File: config.mk
export PLATFORM = sky130hd
export DESIGN_NAME = sva_stim_gen
export DESIGN_NICKNAME = d
export VERILOG_FILES = /design/src/rtl/sva_stim_gen.sv
export SDC_FILE = /design/constraint.sdc
export NUM_CORES = 1
export LEC_CHECK = 0
export ABC_AREA = 1
export BUFFER_PORTS_ARGS = -buffer_cell sky130_fd_sc_hd__buf_4
export CORE_MARGIN = 2
export CORE_UTILIZATION = 40
export CTS_BUF_LIST = sky130_fd_sc_hd__clkbuf_4 sky130_fd_sc_hd__clkbuf_8 sky130_fd_sc_hd__clkbuf_16
export CTS_CLUSTER_DIAMETER = 80
export CTS_CLUSTER_SIZE = 40
export DETAILED_ROUTE_END_ITERATION = 6
export PLACE_DENSITY = 0.67
export SYNTH_ARGS = -nofsm -noshare
export SYNTH_HDL_FRONTEND = slang
export SYNTH_SLANG_ARGS = --single-unit
File: constraint.sdc
create_clock -name gclk -period 2.6 [get_ports gclk]
set_input_delay 0 -clock gclk [delete_from_list [all_inputs] [get_ports gclk]]
set_output_delay 0 -clock gclk [all_outputs]
set_load 0.02 [all_outputs]
File: src/rtl/sva_stim_gen.sv
// sva_stim_gen: pattern-driven stimulus generator for an assertion checker.
//
// A small pattern memory holds {level, hold} entries. On start, entries
// 0..num_entries-1 are replayed back to back, each driving `a` for hold+1
// cycles. The whole pattern repeats loops+1 times. Optionally one RUN cycle
// (counted from 0) has its level inverted to inject a fault.
//
// Ports:
//   gclk          clock, rising edge
//   grst          asynchronous active-high reset (pattern memory is kept)
//   wr_en/addr/data  pattern memory write, accepted only while idle
//   num_entries   active entry count (clamped to PAT_DEPTH), sampled at start
//   loops         extra passes, sampled at start
//   inject_en     enable single-cycle inversion, sampled at start
//   inject_cycle  RUN-cycle index to invert, sampled at start
//   start/abort   launch / terminate the run
//   a, a_valid    stimulus bit and its qualifier
//   busy          high in RUN and DONE
//   done          one-cycle pulse at completion or abort
//   cycle_cnt     RUN cycles elapsed (index of current cycle), saturating
module sva_stim_gen #(
  parameter int PAT_DEPTH = 8,
  parameter int HOLD_W    = 4,
  parameter int LOOP_W    = 4,
  parameter int CYC_W     = 16
) (
  input  logic                         gclk,
  input  logic                         grst,
  input  logic                         wr_en,
  input  logic [$clog2(PAT_DEPTH)-1:0] wr_addr,
  input  logic [HOLD_W:0]              wr_data,
  input  logic [$clog2(PAT_DEPTH):0]   num_entries,
  input  logic [LOOP_W-1:0]            loops,
  input  logic                         inject_en,
  input  logic [CYC_W-1:0]             inject_cycle,
  input  logic                         start,
  input  logic                         abort,
  output logic                         a,
  output logic                         a_valid,
  output logic                         busy,
  output logic                         done,
  output logic [CYC_W-1:0]             cycle_cnt
);

  localparam int AW = $clog2(PAT_DEPTH);

  typedef enum logic [1:0] {IDLE, RUN, DONE} state_t;

  state_t            state_reg;
  logic [HOLD_W:0]   mem [PAT_DEPTH];
  logic [AW-1:0]     idx_reg;
  logic [AW-1:0]     n_last_reg;
  logic [HOLD_W-1:0] hold_cnt_reg;
  logic [LOOP_W-1:0] pass_reg;
  logic [LOOP_W-1:0] loops_reg;
  logic              inj_en_reg;
  logic [CYC_W-1:0]  inj_cycle_reg;
  logic [CYC_W-1:0]  cycle_reg;
  logic              a_reg;
  logic              a_valid_reg;
  logic              busy_reg;
  logic              done_reg;

  logic [AW:0]       n_clamped;
  logic [AW:0]       n_minus1;
  logic [HOLD_W:0]   cur_entry;
  logic [HOLD_W:0]   nxt_entry;
  logic [AW-1:0]     idx_next;
  logic              last_of_entry;
  logic              last_entry;
  logic              run_end;
  logic [CYC_W:0]    cyc_inc;
  logic              inj_next;
  logic [CYC_W-1:0]  cycle_next;

  // Pattern memory: no reset so contents survive grst; written only in IDLE.
  always_ff @(posedge gclk) begin
    if (wr_en && state_reg == IDLE && ({1'b0, wr_addr} < (AW+1)'(PAT_DEPTH)))
      mem[wr_addr] <= wr_data;
  end

  always_comb begin
    n_clamped     = (num_entries > (AW+1)'(PAT_DEPTH)) ? (AW+1)'(PAT_DEPTH) : num_entries;
    n_minus1      = n_clamped - (AW+1)'(1);
    cur_entry     = mem[idx_reg];
    last_of_entry = (hold_cnt_reg == cur_entry[HOLD_W-1:0]);
    last_entry    = (idx_reg == n_last_reg);
    idx_next      = last_entry ? '0 : idx_reg + AW'(1);
    nxt_entry     = mem[idx_next];
    run_end       = last_of_entry && last_entry && !(pass_reg < loops_reg);
    // Extra bit keeps a saturated counter from aliasing onto inject_cycle.
    cyc_inc       = {1'b0, cycle_reg} + (CYC_W+1)'(1);
    inj_next      = inj_en_reg && (cyc_inc == {1'b0, inj_cycle_reg});
    cycle_next    = (cycle_reg == '1) ? cycle_reg : cyc_inc[CYC_W-1:0];
  end

  always_ff @(posedge gclk or posedge grst) begin
    if (grst) begin
      state_reg     <= IDLE;
      idx_reg       <= '0;
      n_last_reg    <= '0;
      hold_cnt_reg  <= '0;
      pass_reg      <= '0;
      loops_reg     <= '0;
      inj_en_reg    <= 1'b0;
      inj_cycle_reg <= '0;
      cycle_reg     <= '0;
      a_reg         <= 1'b0;
      a_valid_reg   <= 1'b0;
      busy_reg      <= 1'b0;
      done_reg      <= 1'b0;
    end else begin
      case (state_reg)
        IDLE: begin
          done_reg <= 1'b0;
          if (start) begin
            n_last_reg    <= n_minus1[AW-1:0];
            loops_reg     <= loops;
            inj_en_reg    <= inject_en;
            inj_cycle_reg <= inject_cycle;
            idx_reg       <= '0;
            hold_cnt_reg  <= '0;
            pass_reg      <= '0;
            cycle_reg     <= '0;
            busy_reg      <= 1'b1;
            if (n_clamped == '0) begin
              // Empty pattern: straight to the completion pulse.
              state_reg   <= DONE;
              done_reg    <= 1'b1;
              a_reg       <= 1'b0;
              a_valid_reg <= 1'b0;
            end else begin
              state_reg   <= RUN;
              a_reg       <= mem[0][HOLD_W] ^ (inject_en && inject_cycle == '0);
              a_valid_reg <= 1'b1;
            end
          end
        end
        RUN: begin
          if (abort || run_end) begin
            state_reg   <= DONE;
            done_reg    <= 1'b1;
            a_reg       <= 1'b0;
            a_valid_reg <= 1'b0;
          end else begin
            cycle_reg <= cycle_next;
            if (last_of_entry) begin
              hold_cnt_reg <= '0;
              idx_reg      <= idx_next;
              if (last_entry)
                pass_reg <= pass_reg + LOOP_W'(1);
              a_reg <= nxt_entry[HOLD_W] ^ inj_next;
            end else begin
              hold_cnt_reg <= hold_cnt_reg + HOLD_W'(1);
              a_reg        <= cur_entry[HOLD_W] ^ inj_next;
            end
          end
        end
        DONE: begin
          state_reg <= IDLE;
          done_reg  <= 1'b0;
          busy_reg  <= 1'b0;
        end
        default: state_reg <= IDLE;
      endcase
    end
  end

  assign a         = a_reg;
  assign a_valid   = a_valid_reg;
  assign busy      = busy_reg;
  assign done      = done_reg;
  assign cycle_cnt = cycle_reg;

endmodule

==> results of run 1 <==
## worst min-delay path, cell delays in order
cell and delay, ns:
buf_4 0.08, nand2_1 0.07, nand2_1 0.07, o21ai_0 0.08
## timing repair
item,4_1_cts,5_1_grt
gates resized for setup,0,4
endpoints found under the hold margin,118,0
hold buffers,27,0
endpoints found under the setup margin,0,1
## path summary, 6_finish.rpt
path,end
max in group asynchronous,cycle_cnt[0]$_DFFE_PP0P_
worst min-delay path,n_last_reg[0]$_DFFE_PP0P_
worst max register to register,a$_DFFE_PP0P_
min in group asynchronous,n_last_reg[1]$_DFFE_PP0P_
worst max-delay path,a$_DFFE_PP0P_
worst min register to register,inj_cycle_reg[11]$_DFFE_PP0P_
## metal layers
layer  up-vias  part of all wire, %  wire [um]  global-route usage [%]
met5         -                    0          0                       0
met4         0                  3.6        455                    9.38
met3        35                  4.2        532                    4.07
met2       143                   50       6350                    32.2
met1      2165                   42       5270                    21.5
li1       2368                    -          -                       -
## cell usage in the layout (no fill, tap or decap), types with 7 or more instances in the layout
master,count
buf_4,64
edfxtp_1,40
nor3_1,7
inv_1,68
dfrtp_1,56
nand4_1,9
a21oi_1,14
dlygate4sd3_1,27
o21ai_1,29
o21ai_0,28
nand2_1,220
nand3b_1,7
nor2_1,60
ha_1,12
xor2_1,7
clkbuf_16,9
nand3_1,65
## power breakdown
part           switching, mW  internal (mW)  leakage [nW]
clock network          0.616          0.668         0.138
registers              0.235           1.89          1.10
logic                   1.26          0.753          1.71
total                   2.11           3.31          2.94
## through the flow
stage,setup WS [ns],hold slack (ns),util (%)
4_1_cts,0.158,0.00441,49.6
6_report,0.362,0.00848,49.7
3_5_place_dp,0.213,0.216,45.4
2_1_floorplan,0.528,0.0989,-
3_3_place_gp,0.273,0.207,45.4
5_1_grt,0.0386,0.0405,49.7
## logic make-up after synthesis
| kind of cell | Yosys count |
|---|---|
| compound gates | 80 |
| buf+inv | 90 |
| fa+ha+maj | 12 |
| flops | 97 |
| xor+xnor | 11 |
| simple gates | 383 |
## cell type report
type                            instances  area [um^2]
Clock buffer                            9          225
Clock inverter                          7         60.1
Fill cell                            1211         6580
Inverter                               74          278
Multi-Input combinational cell        486         2320
Sequential cell                        97         2630
Tap cell                              176          220
Timing Repair Buffer                   92          771
==> flow_summary.ini, run 1 <==
[layout]
largest_register_ffs = 40
diodes = 0
stdcell_area_um2 = 6500
area_growth_pct = 22.5
finalNetCount = 810
drive_gt1_share_pct = 12.9
finalNonFillerCells = 941

[clock_tree]
clock_path_buffers = 2
path_clk_slew_ns = 0.07
cts_sinks = 97
clk_latency_ns = 0.35
root_buffer = clkbuf_16
cts_setup_buffers = 0
cts_tree = yes
h-tree-depth = 3
cts_made_buffers = 9

[power_and_ir_drop]
total_power_mw = 5.42
vdd_drop_max_uv = 637
leakage_nw = 2.94
power_density_nw_per_um2 = 833

[die]
num_rows = 42
start_util_pct = 40.6
num_io_pins = 58
core_um2 = 13100
die_h_um = 119
die_w_um = 119
die-area_um2 = 14200

[setup_path]
reg2reg_from = cycle_cnt[5]$_DFFE_PP0P_
crit_top_cell = nand2_1
cp_slowest_cell = dfrtp_1
rrSetupSlack_ns = 0.36
critPathLaunch = cycle_cnt[5]$_DFFE_PP0P_
crit_path_start_kind = flip-flop
critical_path_arrival_ns = 2.51
path_buf_inv = 0
rr_worst_depth = 14
cp_top_family = simple AND/OR/NAND/NOR gates
cp.required_ns = 2.87
cp-end-kind = flip-flop
crit_path_cell_trace = nand2_1 > nor2_1 > nand2_1 > nor2_1 > nand2_1 > nand2_1 > nor2_1 > nor2_1 > nand2_1 > nor3_1 > nand2_1 > nand2_1 > nand2_1 > a21oi_1
crit_path_max_incr_delay_ns = 0.48
path_depth = 14
crit_fanout = 7
path_class = reg -> reg

[timing]
rsz0062_at_grt = false
setup_viol = 0
final_hold_viol_count = 0
fin_tns_setup_ns = 0
finClkSkew_ns = 0.0124
fin_crit_sh_pct = 86.1
drv_slew = 0
slew_headroom_pct = 50.2
fin_crit_ns = 2.24
worst_pin_slew_ns = 0.747
fmax_mhz = 447

[synth]
synth-adder-area-share_pct = 2.83
yosysWarnings = 0
synth_common_cells = 220 x nand2_1, 69 x inv_1, 65 x nand3_1
synth.most_common_cell = nand2_1
synth-xor-area-share_pct = 2.07
syn_area_per_cell_um2 = 7.89
yosysTopAreaCellShare_pct = 26.9
synthSimpleGateAreaFrac_pct = 30.7
synth.distinct_cells = 35
syn_inst = 673
synth_edf_count = 40
synth_top_family_by_area = simple AND/OR/NAND/NOR gates
synth_nets = 723
synthFlopType = dfrtp_1
ys_seq_area_share_pct = 49.5
syn_area_um2 = 5310
synthArstFlopShare_pct = 58.8
synth-compound-area-share_pct = 7.94
yosys.area.top_type = dfrtp_1
synthTopCellsByArea = dfrtp_1 27%, edfxtp_1 23%, nand2_1 16%, nand3_1 6.1%, inv_1 4.9%
synth-seq-cells = 97
synthMuxAreaShare_pct = 0

[grt]
grt_pass1_vias = 4485
track_usage_pct = 18.5
grt-ovfl-total = 0
grt_max_degree = 58
grt_pass1_wl_mm = 21.0
antenna_found_initial = 0

[detailed_routing]
first_pass_iters = 6
drt-initial-drc-count = 410
vias = 4711
postRouteAntennaNets = 0
wire_per_inst_um = 13.4
drt-total-wl_mm = 12.6
viasPerCell = 5.01
drc = 0

[run_status]
status = complete, no violations

[run]
cap_violations = 0

[placement]
dp_hpwl_mm = 9.23
dpl_cell_area_um2 = 5940
dp_cells = 898
globalplace.congestion = 0.918
io_buffers = 57

[min_path]
min_path_type = in -> reg
min_path_cells = 4
min-delay-start = num_entries[0]
(Power assumes the default switching activity.)
==> inputs of run 2 (changes only) <==
PLACE_DENSITY = 0.54   (was 0.67)
clock period = 2.5 ns   (was 2.6 ns; I/O delays follow)
==> flow_summary.ini, run 2 (synthesis gave the netlist of run 1 again) <==
[die]
die_h_um = 119
num_io_pins = 58
core_um2 = 13100
die_w_um = 119
die-area_um2 = 14200
num_rows = 42
start_util_pct = 40.6

[setup_path]
reg2reg_from = cycle_cnt[0]$_DFFE_PP0P_
path_buf_inv = 1
path_depth = 14
critical_path_arrival_ns = 2.45
path_class = reg -> reg
rr_worst_depth = 14
crit_top_cell = nand2_1
crit_fanout = 6
rrSetupSlack_ns = 0.32
cp-end-kind = flip-flop
crit_path_max_incr_delay_ns = 0.45
crit_path_cell_trace = ha_1 > nand2_2 > inv_1 > o21ai_0 > nand2_1 > nor2_1 > nand3_1 > nor2_1 > nand3_1 > nor3_1 > nand2_1 > nand2_1 > nand2_1 > a21oi_1
cp_slowest_cell = dfrtp_2
crit_path_start_kind = flip-flop
cp_top_family = simple AND/OR/NAND/NOR gates
cp.required_ns = 2.78
r2r-end = a$_DFFE_PP0P_

[layout]
fillers = 1211
drive_gt1_share_pct = 14.1
finalNetCount = 819
layout_commonest_cell = nand2_1
largest_register_ffs = 40
final_cell_mix = 219 x nand2_1, 72 x buf_4, 68 x inv_1
diodes = 0
area_growth_pct = 24.3

[detailed_routing]
drt-total-wl_mm = 13.5
wire_per_inst_um = 14.2
first_pass_iters = 5
drt-initial-drc-count = 360
drc = 0
viasPerCell = 4.90
vias = 4656
postRouteAntennaNets = 0

[grt]
grt_pass1_vias = 4558
grt_pass1_wl_mm = 22.3
track_usage_pct = 20.2
grt-ovfl-total = 0
antenna_found_initial = 0
grt_max_degree = 32

[placement]
dp_hpwl_mm = 10.0
globalplace.congestion = 0.875
io_buffers = 57

[power_and_ir_drop]
power_density_nw_per_um2 = 878
vdd_drop_max_uv = 451
total_power_mw = 5.79
leakage_nw = 3.00

[clock_tree]
cts_made_buffers = 9
h-tree-depth = 3
clk_latency_ns = 0.35
root_buffer = clkbuf_16
clock_path_buffers = 2
path_clk_slew_ns = 0.07
cts_sinks = 97
cts_setup_buffers = 0
cts_tree = yes

[timing]
final_hold_viol_count = 0
fmax_mhz = 459
fin_tns_setup_ns = 0
drv_slew = 0
fin_crit_ns = 2.18
finClkSkew_ns = 0.00772
setup_viol = 0
worst_pin_slew_ns = 0.652
rsz0062_at_grt = false
slew_headroom_pct = 56.4
fin_crit_sh_pct = 87.1

[min_path]
min_path_cells = 5
min-delay-start = num_entries[3]
worst_hold_path.endpoint = n_last_reg[0]$_DFFE_PP0P_
min_path_type = in -> reg

[run_status]
status = complete, no violations

[run]
cap_violations = 0
[run 2: changes by cell type in the layout (fill, tap and decap cells not counted), sizes merged]
cell         delta
dlygate4sd3     +1
bufinv          +1
inv             -3
buf             +8
clkbuf          +2
[run 2: worst register-to-register path, cell delays in order, from the launching register on]
cell	delay [ns]
dfrtp_2	0.45
ha_1	0.26
nand2_2	0.18
inv_1	0.05
o21ai_0	0.14
nand2_1	0.07
nor2_1	0.14
nand3_1	0.09
nor2_1	0.15
nand3_1	0.11
nor3_1	0.16
nand2_1	0.07
nand2_1	0.07
nand2_1	0.05
a21oi_1	0.12
[run 2: timing repair]
item                                    4_1_cts  5_1_grt
hold buffers                                 28        0
endpoints found under the setup margin        0        1
endpoints found under the hold margin        87        0
resized for setup                             0        6
[run 2: where the power goes]
group | internal, mW | switching (mW)
sequential | 1.97 | 0.222
clock | 0.811 | 0.596
combinational | 0.819 | 1.37
[run 2: layer usage]
layer	track usage, %	up-vias	wire (um)
met5	0	-	0
met4	10.2	0	494
met3	3.26	30	388
met2	34.7	107	6640
met1	24.5	2135	5930
li1	-	2384	-
[run 2: final cells by class]
| class | instances | area (um^2) | area share (%) |
|---|---|---|---|
| Sequential cell | 97 | 2630 | 39.8 |
| Clock buffer | 11 | 246 | 3.74 |
| Multi-Input combinational cell | 486 | 2330 | 35.3 |
| Tap cell | 176 | 220 | 3.34 |
| Inverter | 74 | 278 | 4.21 |
| Clock inverter | 5 | 53.8 | 0.815 |
| Timing Repair Buffer | 101 | 841 | 12.7 |
[run 2: stage by stage]
step                      hold slack, ns  utilization [%]  cell area, um^2  cells  setup WS (ns)
after floorplan                   0.0989                -             5310    673          0.428
after global placement             0.115             45.8             6000    906          0.212
after detailed placement           0.125             45.8             6000    906          0.165
after CTS                         0.0103             50.3             6580    950          0.139
after global routing              0.0531             50.4             6600    950         0.0339
final                             0.0154             50.4             6600    950          0.323
[run 2: how the worst max path moves through the flow]
stage	startpoint	to
after global routing	cycle_cnt[1]$_DFFE_PP0P_	a$_DFFE_PP0P_
final	cycle_cnt[0]$_DFFE_PP0P_	a$_DFFE_PP0P_
after CTS	cycle_cnt[0]$_DFFE_PP0P_	a$_DFFE_PP0P_
after detailed placement	cycle_cnt[0]$_DFFE_PP0P_	a$_DFFE_PP0P_
after global placement	cycle_cnt[0]$_DFFE_PP0P_	a$_DFFE_PP0P_
after floorplan	cycle_cnt[0]$_DFFE_PP0P_	a$_DFFE_PP0P_
==> inputs of run 3 (changes only) <==
==> constraint.sdc (replaced) <==
create_clock -name gclk -period 2.5 [get_ports gclk]
set_input_delay 0.25 -clock gclk [delete_from_list [all_inputs] [get_ports gclk]]
set_output_delay 0.25 -clock gclk [all_outputs]
set_load 0.02 [all_outputs]
==> flow_summary.ini, run 3 (synthesis gave the netlist of run 1 again) <==
[setup_path]
critical_path_arrival_ns = 2.47
crit_fanout = 23
crit_path_max_incr_delay_ns = 0.40
cp.required_ns = 2.74
cp-end-kind = flip-flop
crit_path_start_kind = flip-flop
path_class = reg -> reg
rrSetupSlack_ns = 0.27
reg2reg_from = idx_reg[0]$_DFFE_PP0P_
critPathLaunch = idx_reg[0]$_DFFE_PP0P_
cp-endpoint = cycle_cnt[9]$_DFFE_PP0P_
r2r-end = cycle_cnt[9]$_DFFE_PP0P_
rr_worst_depth = 16
crit_path_cell_trace = buf_4 > nor2_1 > nor2_1 > o21ai_1 > nand3_1 > nand2_1 > nand2_1 > nand3_1 > nor2_2 > nand2_1 > nand2_1 > nand2_2 > nand3b_4 > buf_4 > nand2_1 > o21ai_1
cp_slowest_cell = dfrtp_1
crit_top_cell = nand2_1

[layout]
drive_gt1_share_pct = 14.6
final_cell_mix = 219 x nand2_1, 72 x buf_4, 68 x inv_1
layout_commonest_cell = nand2_1
diodes = 0
utilization_pct = 48.1
largest_register_ffs = 40
area_growth_pct = 18.6
finalNetCount = 790
fillers = 1279

[clock_tree]
clock_path_buffers = 2
cts_setup_buffers = 0
clk_latency_ns = 0.36
root_buffer = clkbuf_16
cts_tree = yes
cts_sinks = 97
h-tree-depth = 3
path_clk_slew_ns = 0.07
cts_hold_buffers = 0
cts_made_buffers = 9

[grt]
antenna_found_initial = 0
grt_pass1_vias = 4393
grt_max_degree = 58
track_usage_pct = 19.5
grt-ovfl-total = 0
grt_pass1_wl_mm = 21.6

[timing]
fmax_mhz = 449
setup_viol = 0
rsz0062_at_grt = false
worst_pin_slew_ns = 0.768
fin_crit_ns = 2.23
fin_ws_ns = 0.273
final_hold_viol_count = 0
finClkSkew_ns = 0.0101
fin_tns_setup_ns = 0
fin_crit_sh_pct = 89.1
slew_headroom_pct = 48.8
drv_slew = 0

[power_and_ir_drop]
power_density_nw_per_um2 = 907
vdd_drop_max_uv = 400
leakage_nw = 2.86

[run_status]
status = complete, no violations

[detailed_routing]
drc = 0
viasPerCell = 4.89
first_pass_iters = 4
drt-total-wl_mm = 12.8
postRouteAntennaNets = 0
vias = 4501
drt-initial-drc-count = 287
wire_per_inst_um = 13.9

[die]
core_um2 = 13100
die_w_um = 119
num_rows = 42
num_io_pins = 58
die_h_um = 119
die-area_um2 = 14200
start_util_pct = 40.6

[min_path]
min_path_type = in -> reg

[placement]
globalplace.congestion = 0.852
dp_hpwl_mm = 9.68
pre_cts_ws_ns = 0.187
io_buffers = 57

[run]
cap_violations = 0
-- run 3: layer usage --
metal / global-route usage [%] / share of wire [%] / vias up
li1: - / - / 2329
met2: 34.1 / 49 / 85
met5: 0 / 0 / -
met1: 23.9 / 46 / 2068
met4: 8.93 / 2.7 / 0
met3: 2.49 / 2.8 / 19
-- run 3: worst min-delay path by stage --
stage	end	depth (start not counted)	slack, ns	startpoint
2_1_floorplan	mem[0][0]$_DFFE_PP_	0	0.35	wr_data[0]
3_3_place_gp	inj_cycle_reg[0]$_DFFE_PP0P_	3	0.46	inject_cycle[0]
3_5_place_dp	loops_reg[0]$_DFFE_PP0P_	3	0.46	loops[0]
4_1_cts	inj_cycle_reg[0]$_DFFE_PP0P_	3	0.09	inject_cycle[0]
5_1_grt	loops_reg[0]$_DFFE_PP0P_	3	0.11	loops[0]
6_report	loops_reg[0]$_DFFE_PP0P_	3	0.1	loops[0]
-- run 3: cell type report --
type                            count  area [um^2]  share of cell area [%]
Clock buffer                       10          233                    3.70
Clock inverter                      6         66.3                    1.05
Inverter                           74          278                    4.41
Multi-Input combinational cell    486         2330                    37.0
Sequential cell                    97         2630                    41.8
Tap cell                          176          220                    3.50
Timing Repair Buffer               72          541                    8.59
-- run 3: repair_timing --
item,4_1_cts,5_1_grt
hold endpoints to repair,0,0
endpoints found under the setup margin,0,1
resized for setup,0,6
-- run 3: metrics by stage --
step	hold WS [ns]	instances	power [mW]	area (um^2)
5_1_grt	0.109	921	6.19	6300
6_report	0.0985	921	5.71	6300
3_3_place_gp	0.457	905	4.32	5980
2_1_floorplan	0.349	673	3.72	5310
3_5_place_dp	0.459	905	4.35	5980
4_1_cts	0.0905	921	5.77	6280
-- run 3: worst max-delay path: cells and delay by family, from the launching register on --
family | cells | cell delay, ns
AOI/OAI and AO/OA | 2 | 0.14
and+or+nand+nor | 12 | 1.14
buffers and inverters | 2 | 0.43
DFF | 1 | 0.40
-- run 3: report_power, final --
group	total [mW]	switching, mW	leakage, nW	internal (mW)
sequential	2.19	0.225	1.10	1.97
combinational	2.11	1.35	1.63	0.768
clock	1.41	0.618	0.139	0.788
total	5.71	2.19	2.86	3.52
